`config.mk`:
```
export PLATFORM = sky130hd
export DESIGN_NAME = mips16_mc_control
export DESIGN_NICKNAME = d
export VERILOG_FILES = /design/src/rtl/mips16_pkg.sv /design/src/rtl/mips16_ack_timer.sv /design/src/rtl/mips16_mc_control.sv
export SDC_FILE = /design/constraint.sdc
export NUM_CORES = 1
export LEC_CHECK = 0
export ABC_CLOCK_PERIOD_IN_PS = 3100
export CORE_MARGIN = 1.5
export CORE_UTILIZATION = 38
export DETAILED_ROUTE_END_ITERATION = 10
export HOLD_SLACK_MARGIN = 0.12
export PLACE_DENSITY = 0.8
export SYNTH_ARGS = -nofsm -noshare
export SYNTH_HDL_FRONTEND = slang
export SYNTH_SLANG_ARGS = --single-unit
```
`constraint.sdc`:
```
create_clock -name clk -period 3.1 [get_ports clk]
set_clock_uncertainty 0.1 [all_clocks]
set_input_delay 0.62 -clock clk [delete_from_list [all_inputs] [get_ports clk]]
set_output_delay 0.62 -clock clk [all_outputs]
set_load 0.1 [all_outputs]
```
`src/rtl/mips16_pkg.sv`:
```
// Shared definitions for the MIPS16 multi-cycle controller: opcodes, FSM states
// and the datapath mux/ALU encodings.
package mips16_pkg;

  localparam logic [2:0] OP_RTYPE = 3'b000;
  localparam logic [2:0] OP_SLTI  = 3'b001;
  localparam logic [2:0] OP_J     = 3'b010;
  localparam logic [2:0] OP_JAL   = 3'b011;
  localparam logic [2:0] OP_LW    = 3'b100;
  localparam logic [2:0] OP_SW    = 3'b101;
  localparam logic [2:0] OP_BEQ   = 3'b110;
  localparam logic [2:0] OP_ADDI  = 3'b111;

  localparam logic [3:0] FUNCT_JR = 4'b1000;

  typedef enum logic [2:0] {
    ST_IDLE,
    ST_FETCH,
    ST_DECODE,
    ST_EXEC,
    ST_MEM,
    ST_WB,
    ST_ERROR
  } state_t;

  localparam logic [1:0] PC_SRC_ALU    = 2'b00;
  localparam logic [1:0] PC_SRC_ALUOUT = 2'b01;
  localparam logic [1:0] PC_SRC_JUMP   = 2'b10;
  localparam logic [1:0] PC_SRC_RS     = 2'b11;

  localparam logic [1:0] ALUB_RT     = 2'b00;
  localparam logic [1:0] ALUB_TWO    = 2'b01;
  localparam logic [1:0] ALUB_IMM    = 2'b10;
  localparam logic [1:0] ALUB_IMM_SH = 2'b11;

  localparam logic [1:0] ALU_ADD = 2'b00;
  localparam logic [1:0] ALU_SUB = 2'b01;
  localparam logic [1:0] ALU_SLT = 2'b10;
  localparam logic [1:0] ALU_IMM = 2'b11;

  localparam logic [1:0] REG_DST_RT = 2'b00;
  localparam logic [1:0] REG_DST_RD = 2'b01;
  localparam logic [1:0] REG_DST_RA = 2'b10;

  localparam logic [1:0] MEM_TO_REG_ALU = 2'b00;
  localparam logic [1:0] MEM_TO_REG_MEM = 2'b01;
  localparam logic [1:0] MEM_TO_REG_PC  = 2'b10;

endpackage

```
`src/rtl/mips16_ack_timer.sv`:
```
// Counts consecutive cycles spent waiting for a memory ack; expired flags the
// cycle that would be the ACK_TIMEOUT-th one without an ack.
module mips16_ack_timer #(
  parameter int ACK_TIMEOUT = 15
) (
  input  logic clk,
  input  logic reset,
  input  logic clear,
  input  logic enable,
  output logic expired
);

  localparam int CW = (ACK_TIMEOUT > 1) ? $clog2(ACK_TIMEOUT) : 1;
  localparam logic [CW-1:0] LAST = CW'((ACK_TIMEOUT > 0) ? ACK_TIMEOUT - 1 : 0);
  localparam bit TIMEOUT_ON = (ACK_TIMEOUT > 0);

  logic [CW-1:0] count;

  always_ff @(posedge clk or posedge reset) begin
    if (reset)
      count <= '0;
    else if (clear)
      count <= '0;
    else if (enable)
      count <= count + 1'b1;
  end

  assign expired = TIMEOUT_ON && enable && (count == LAST);

endmodule

```
`src/rtl/mips16_mc_control.sv`:
```
// Multi-cycle MIPS16 control FSM. State is registered; strobes are decoded from
// state plus mem_ack/zero so a zero-wait memory completes in the request cycle.
module mips16_mc_control
  import mips16_pkg::*;
#(
  parameter int ACK_TIMEOUT = 15
) (
  input  logic       clk,
  input  logic       reset,
  input  logic       run,
  input  logic [2:0] opcode,
  input  logic [3:0] funct,
  input  logic       zero,
  input  logic       mem_ack,
  output logic       mem_req,
  output logic       mem_we,
  output logic       iord,
  output logic       ir_write,
  output logic       pc_write,
  output logic       reg_write,
  output logic [1:0] pc_src,
  output logic       alu_src_a,
  output logic [1:0] alu_src_b,
  output logic [1:0] alu_op,
  output logic [1:0] reg_dst,
  output logic [1:0] mem_to_reg,
  output logic       sign_or_zero,
  output logic       retired,
  output logic       err
);

  state_t state, next_state, done_state;
  logic   waiting, timer_clear, timer_enable, timer_expired;

  assign waiting      = (state == ST_FETCH) || (state == ST_MEM);
  assign timer_enable = waiting && !mem_ack;
  assign timer_clear  = (next_state != state);
  assign done_state   = run ? ST_FETCH : ST_IDLE;

  mips16_ack_timer #(.ACK_TIMEOUT(ACK_TIMEOUT)) u_ack_timer (
    .clk     (clk),
    .reset   (reset),
    .clear   (timer_clear),
    .enable  (timer_enable),
    .expired (timer_expired)
  );

  // An ack always wins over the timeout, even on the threshold cycle.
  always_comb begin
    next_state = state;
    case (state)
      ST_IDLE:   if (run) next_state = ST_FETCH;
      ST_FETCH:  if (mem_ack) next_state = ST_DECODE;
                 else if (timer_expired) next_state = ST_ERROR;
      ST_DECODE: next_state = ST_EXEC;
      ST_EXEC: begin
        case (opcode)
          OP_RTYPE:         next_state = (funct == FUNCT_JR) ? done_state : ST_WB;
          OP_SLTI, OP_ADDI: next_state = ST_WB;
          OP_LW, OP_SW:     next_state = ST_MEM;
          default:          next_state = done_state;
        endcase
      end
      ST_MEM:    if (mem_ack) next_state = (opcode == OP_LW) ? ST_WB : done_state;
                 else if (timer_expired) next_state = ST_ERROR;
      ST_WB:     next_state = done_state;
      ST_ERROR:  next_state = ST_ERROR;
      default:   next_state = ST_IDLE;
    endcase
  end

  always_ff @(posedge clk or posedge reset) begin
    if (reset)
      state <= ST_IDLE;
    else
      state <= next_state;
  end

  always_comb begin
    mem_req      = 1'b0;
    mem_we       = 1'b0;
    iord         = 1'b0;
    ir_write     = 1'b0;
    pc_write     = 1'b0;
    reg_write    = 1'b0;
    pc_src       = PC_SRC_ALU;
    alu_src_a    = 1'b0;
    alu_src_b    = ALUB_RT;
    alu_op       = ALU_ADD;
    reg_dst      = REG_DST_RT;
    mem_to_reg   = MEM_TO_REG_ALU;
    sign_or_zero = 1'b1;
    retired      = 1'b0;
    err          = 1'b0;
    case (state)
      ST_FETCH: begin
        mem_req = 1'b1;
        if (mem_ack) begin
          ir_write  = 1'b1;
          pc_write  = 1'b1;
          alu_src_b = ALUB_TWO;
        end
      end
      ST_DECODE: alu_src_b = ALUB_IMM_SH;
      ST_EXEC: begin
        case (opcode)
          OP_RTYPE: begin
            if (funct == FUNCT_JR) begin
              pc_write = 1'b1;
              pc_src   = PC_SRC_RS;
              retired  = 1'b1;
            end else begin
              alu_src_a = 1'b1;
            end
          end
          OP_SLTI: begin
            alu_src_a    = 1'b1;
            alu_src_b    = ALUB_IMM;
            alu_op       = ALU_SLT;
            sign_or_zero = 1'b0;
          end
          OP_LW, OP_SW, OP_ADDI: begin
            alu_src_a = 1'b1;
            alu_src_b = ALUB_IMM;
            alu_op    = ALU_IMM;
          end
          OP_BEQ: begin
            alu_src_a = 1'b1;
            alu_op    = ALU_SUB;
            pc_write  = zero;
            pc_src    = PC_SRC_ALUOUT;
            retired   = 1'b1;
          end
          OP_J: begin
            pc_write = 1'b1;
            pc_src   = PC_SRC_JUMP;
            retired  = 1'b1;
          end
          OP_JAL: begin
            pc_write   = 1'b1;
            pc_src     = PC_SRC_JUMP;
            retired    = 1'b1;
            reg_write  = 1'b1;
            reg_dst    = REG_DST_RA;
            mem_to_reg = MEM_TO_REG_PC;
          end
          default: ;
        endcase
      end
      ST_MEM: begin
        mem_req = 1'b1;
        iord    = 1'b1;
        mem_we  = (opcode == OP_SW);
        retired = mem_ack && (opcode == OP_SW);
      end
      ST_WB: begin
        reg_write  = 1'b1;
        retired    = 1'b1;
        reg_dst    = (opcode == OP_RTYPE) ? REG_DST_RD : REG_DST_RT;
        mem_to_reg = (opcode == OP_LW) ? MEM_TO_REG_MEM : MEM_TO_REG_ALU;
      end
      ST_ERROR: err = 1'b1;
      default: ;
    endcase
  end

endmodule

```
==> summary.md <==
| Metric | Value |
|---|---|
| Status | `finished clean` |
| Clock network fraction of total power | `approximately 6%` |
| Syn nets | `about 120` |
| Final period util | `a little over nine tenths` |
| Longest Clk Path Bufs | `2` |
| Internal Power | `523 uW` |
| Post-Place Worst Slack | `around 0.12 ns` |
| Yosys Warn Count | `0` |
| # DRC | `0` |
| Total GRT Usage | `around a quarter` |
| Area after DPL | `0.00139 mm^2` |
| RSZ-0062 raised after global routing | `no` |
| Starting Density | `about two fifths` |
| Slew Limit Headroom | `around 67%` |
| Final count of hold timing violations | `0` |
| DRT antenna net count | `0` |
| Core Box Area | `0.00198 mm^2` |
| Ys flop type | `dfrtp_1` |
| Worst skew pair latency | `0.25 ns` |
| Leakage power | `between 0.6 and 0.7 nW` |
| Grt ovf | `0` |
| Worst reg2reg path depth | `4` |
| Die area | `between 0.002 and 0.0025 mm^2` |
| Die extent in x | `just under 50 um` |
| Final core occ | `between 70 and 80%` |
| Rows | `16` |
| Share of cells above drive strength 1 | `34.1%` |
| Sequential share of the synthesized area | `between 20 and 25%` |
| Crit Path Max Fanout | `4` |
| Num CTS Buffers | `3` |
| Router iterations before antenna repair | `4` |
| CTS tree | `built` |
| Final worst setup slack | `around 0.14 ns` |
| CTS resizes | `0` |
| Tot Pwr | `about 1.3 mW` |
| # clock sinks | `7` |
| Net Sw Frac | `60.9%` |
| Synth top cells by count | `nor2_1, inv_1, dfrtp_1, nor2b_1` |
| Peak per-stage delay on the critical path | `between 0.4 and 0.5 ns` |
| Root buffer cell | `clkbuf_4` |
| Most common cell in the netlist | `nor2_1` |
| WL/cell | `15.8 um` |
| Synth cell types | `around 40` |
| Total net switching power | `just over 800 uW` |
| Inserted Diodes | `0` |
| Fmax | `338 MHz` |
| Cell Pwr Density | `between 900 and 1000 mW/mm^2` |
| Post-Syn Instances | `around 110` |
| Count of final setup violators | `0` |
| FF+latch count, synth | `7` |
| DR iter-0 viols | `24` |
| Layout Nets | `between 150 and 200` |
| Gate power share | `82.7%` |
| H-tree depth | `1` |
| Async SR Flop Fraction | `between 90% and 100%` |
| Global-route wire length before repair | `about 4.5 mm` |
| FILL cells | `between 100 and 150` |
| Largest net degree at the start of global routing | `18` |
| Final wirelength | `around 2.6 mm` |
| Worst Hold Class | `in2async` |
| Setup Crit Path Kind | `in2out` |
| PortBufs | `31` |
| Cells along the critical path | `clkdlybuf4s50_1 > nor4b_4 > a21oi_2 > nor3_4 > a311o_2 > buf_12` |
| CTS clk-pin slew, worst paths | `0.05 ns` |
| Initial antenna violation count | `0` |
| Largest vdd supply drop | `around 0.00088 V` |
| Number of synthesized flops with an enable pin | `0` |
| Cell taking the most area after synthesis | `dfrtp_1` |
| Synth Cell Area | `roughly 810 um^2` |
| Vias | `roughly 930` |
| Sequential power share | `a little under an eighth` |
| Area contributors post-synth | `dfrtp_1, nor2b_1, and3_1` |
| Gpl congestion | `around 0.90` |
| Fin crit period | `approximately 3 ns` |
| Total of max-cap violations | `0` |
| Synthesized area per cell | `7.73 um^2` |
| Startpoint types | `primary input` |
| Die H | `about 49 um` |
| Hpwl dp | `~2.2 mm` |
| Area share of the largest cell type after synthesis | `~22%` |
| Crit path capture type | `output port` |
| Post-CTS Setup Bufs | `0` |
| DR vias/cell | `~5.6` |
| CP required | `2.38 ns` |
| Vias in the first global route | `956` |
| Hold buffers post-CTS | `0` |
| Worst Path Arrival | `roughly 2.2 ns` |
| Layout area overhead | `74.1%` |
| IO Count | `32` |
| Worst slew pin tran | `approximately 0.5 ns` |
| Slowest-stage cell, CP | `clkdlybuf4s50_1` |
| Final instance area | `0.00141 mm^2` |
| Max Transition Viols Final | `0` |
[stage by stage]
step	hold WS [ns]	TNS, ns	cells
floorplan	0.323	-0.857	105
global placement	0.512	0	161
detailed placement	0.501	0	161
CTS	0.511	0	165
global route	0.539	0	165
finish	0.503	0	165
[final cells by class]
type | count | area, um^2 | share of cell area [%]
multi-input cells | 81 | 623 | 44.1
repair buffers | 38 | 526 | 37.2
flip-flops and latches | 7 | 175 | 12.4
well taps | 27 | 33.8 | 2.39
inverters | 8 | 30.0 | 2.12
clock buffers | 4 | 26.3 | 1.86
[sequential cells by signal (all words and copies together), names as in the netlist]
register and cells:
state 3, u_ack_timer.count 4
[power groups by stage]
stage / clock (mW) / combinational (mW) / sequential [mW]
finish: 0.0801 / 1.11 / 0.152
global route: 0.0875 / 1.16 / 0.157
CTS: 0.0835 / 1.11 / 0.152
detailed placement: 0 / 1.10 / 0.154
global placement: 0 / 1.08 / 0.151
floorplan: 0 / 0.800 / 0.136
[critical path: cells and delay by family]
kind,cells,cell delay (ns)
AO/OA/AOI/OAI,2,0.33
AND/OR/NAND/NOR,2,0.67
buffers and inverters,2,0.61
[path summary, 6_finish.rpt]
| kind | endpoint | slack [ns] | startpoint |
|---|---|---|---|
| max in group asynchronous | u_ack_timer.count[1]$_DFFE_PP0P_ | 2.19 | reset |
| max reg2reg | u_ack_timer.count[1]$_DFFE_PP0P_ | 1.18 | state[2]$_DFF_PP0_ |
| max | pc_write | 0.14 | funct[2] |
| min reg2reg | u_ack_timer.count[3]$_DFFE_PP0P_ | 0.53 | u_ack_timer.count[3]$_DFFE_PP0P_ |
| min | state[2]$_DFF_PP0_ | 0.50 | reset |
| min in group clk | u_ack_timer.count[3]$_DFFE_PP0P_ | 0.53 | u_ack_timer.count[3]$_DFFE_PP0P_ |
[cell families (layout without fill, tap and decap cells)]
| kind of cell | count (synthesis) | after routing | share of synthesized area, % |
|---|---|---|---|
| xor+xnor | 4 | 4 | 4.32 |
| flops | 7 | 7 | 21.6 |
| buf+inv | 17 | 50 | 10.5 |
| mux | 2 | 2 | 2.47 |
| compound gates | 24 | 24 | 22.2 |
| simple gates | 49 | 49 | 35.9 |
| fa+ha+maj | 2 | 2 | 3.08 |
[metal layers]
layer / GRT usage [%] / wire (um)
met1: 24.6 / 981
met2: 44.4 / 1430
met3: 3.99 / 149
met4: 13.3 / 55
met5: 0 / 0
[cells in the final DEF (no fill, tap or decap), drive strengths merged, types with 4 or more instances in the layout]
| cell type | instances |
|---|---|
| nor4 | 6 |
| nor2b | 8 |
| nand3 | 5 |
| nor2 | 10 |
| inv | 8 |
| nand2 | 5 |
| and3 | 6 |
| clkdlybuf4s50 | 11 |
| buf | 27 |
| dfrtp | 7 |
| clkbuf | 4 |
Note: power is estimated with default switching activity, not from simulation.
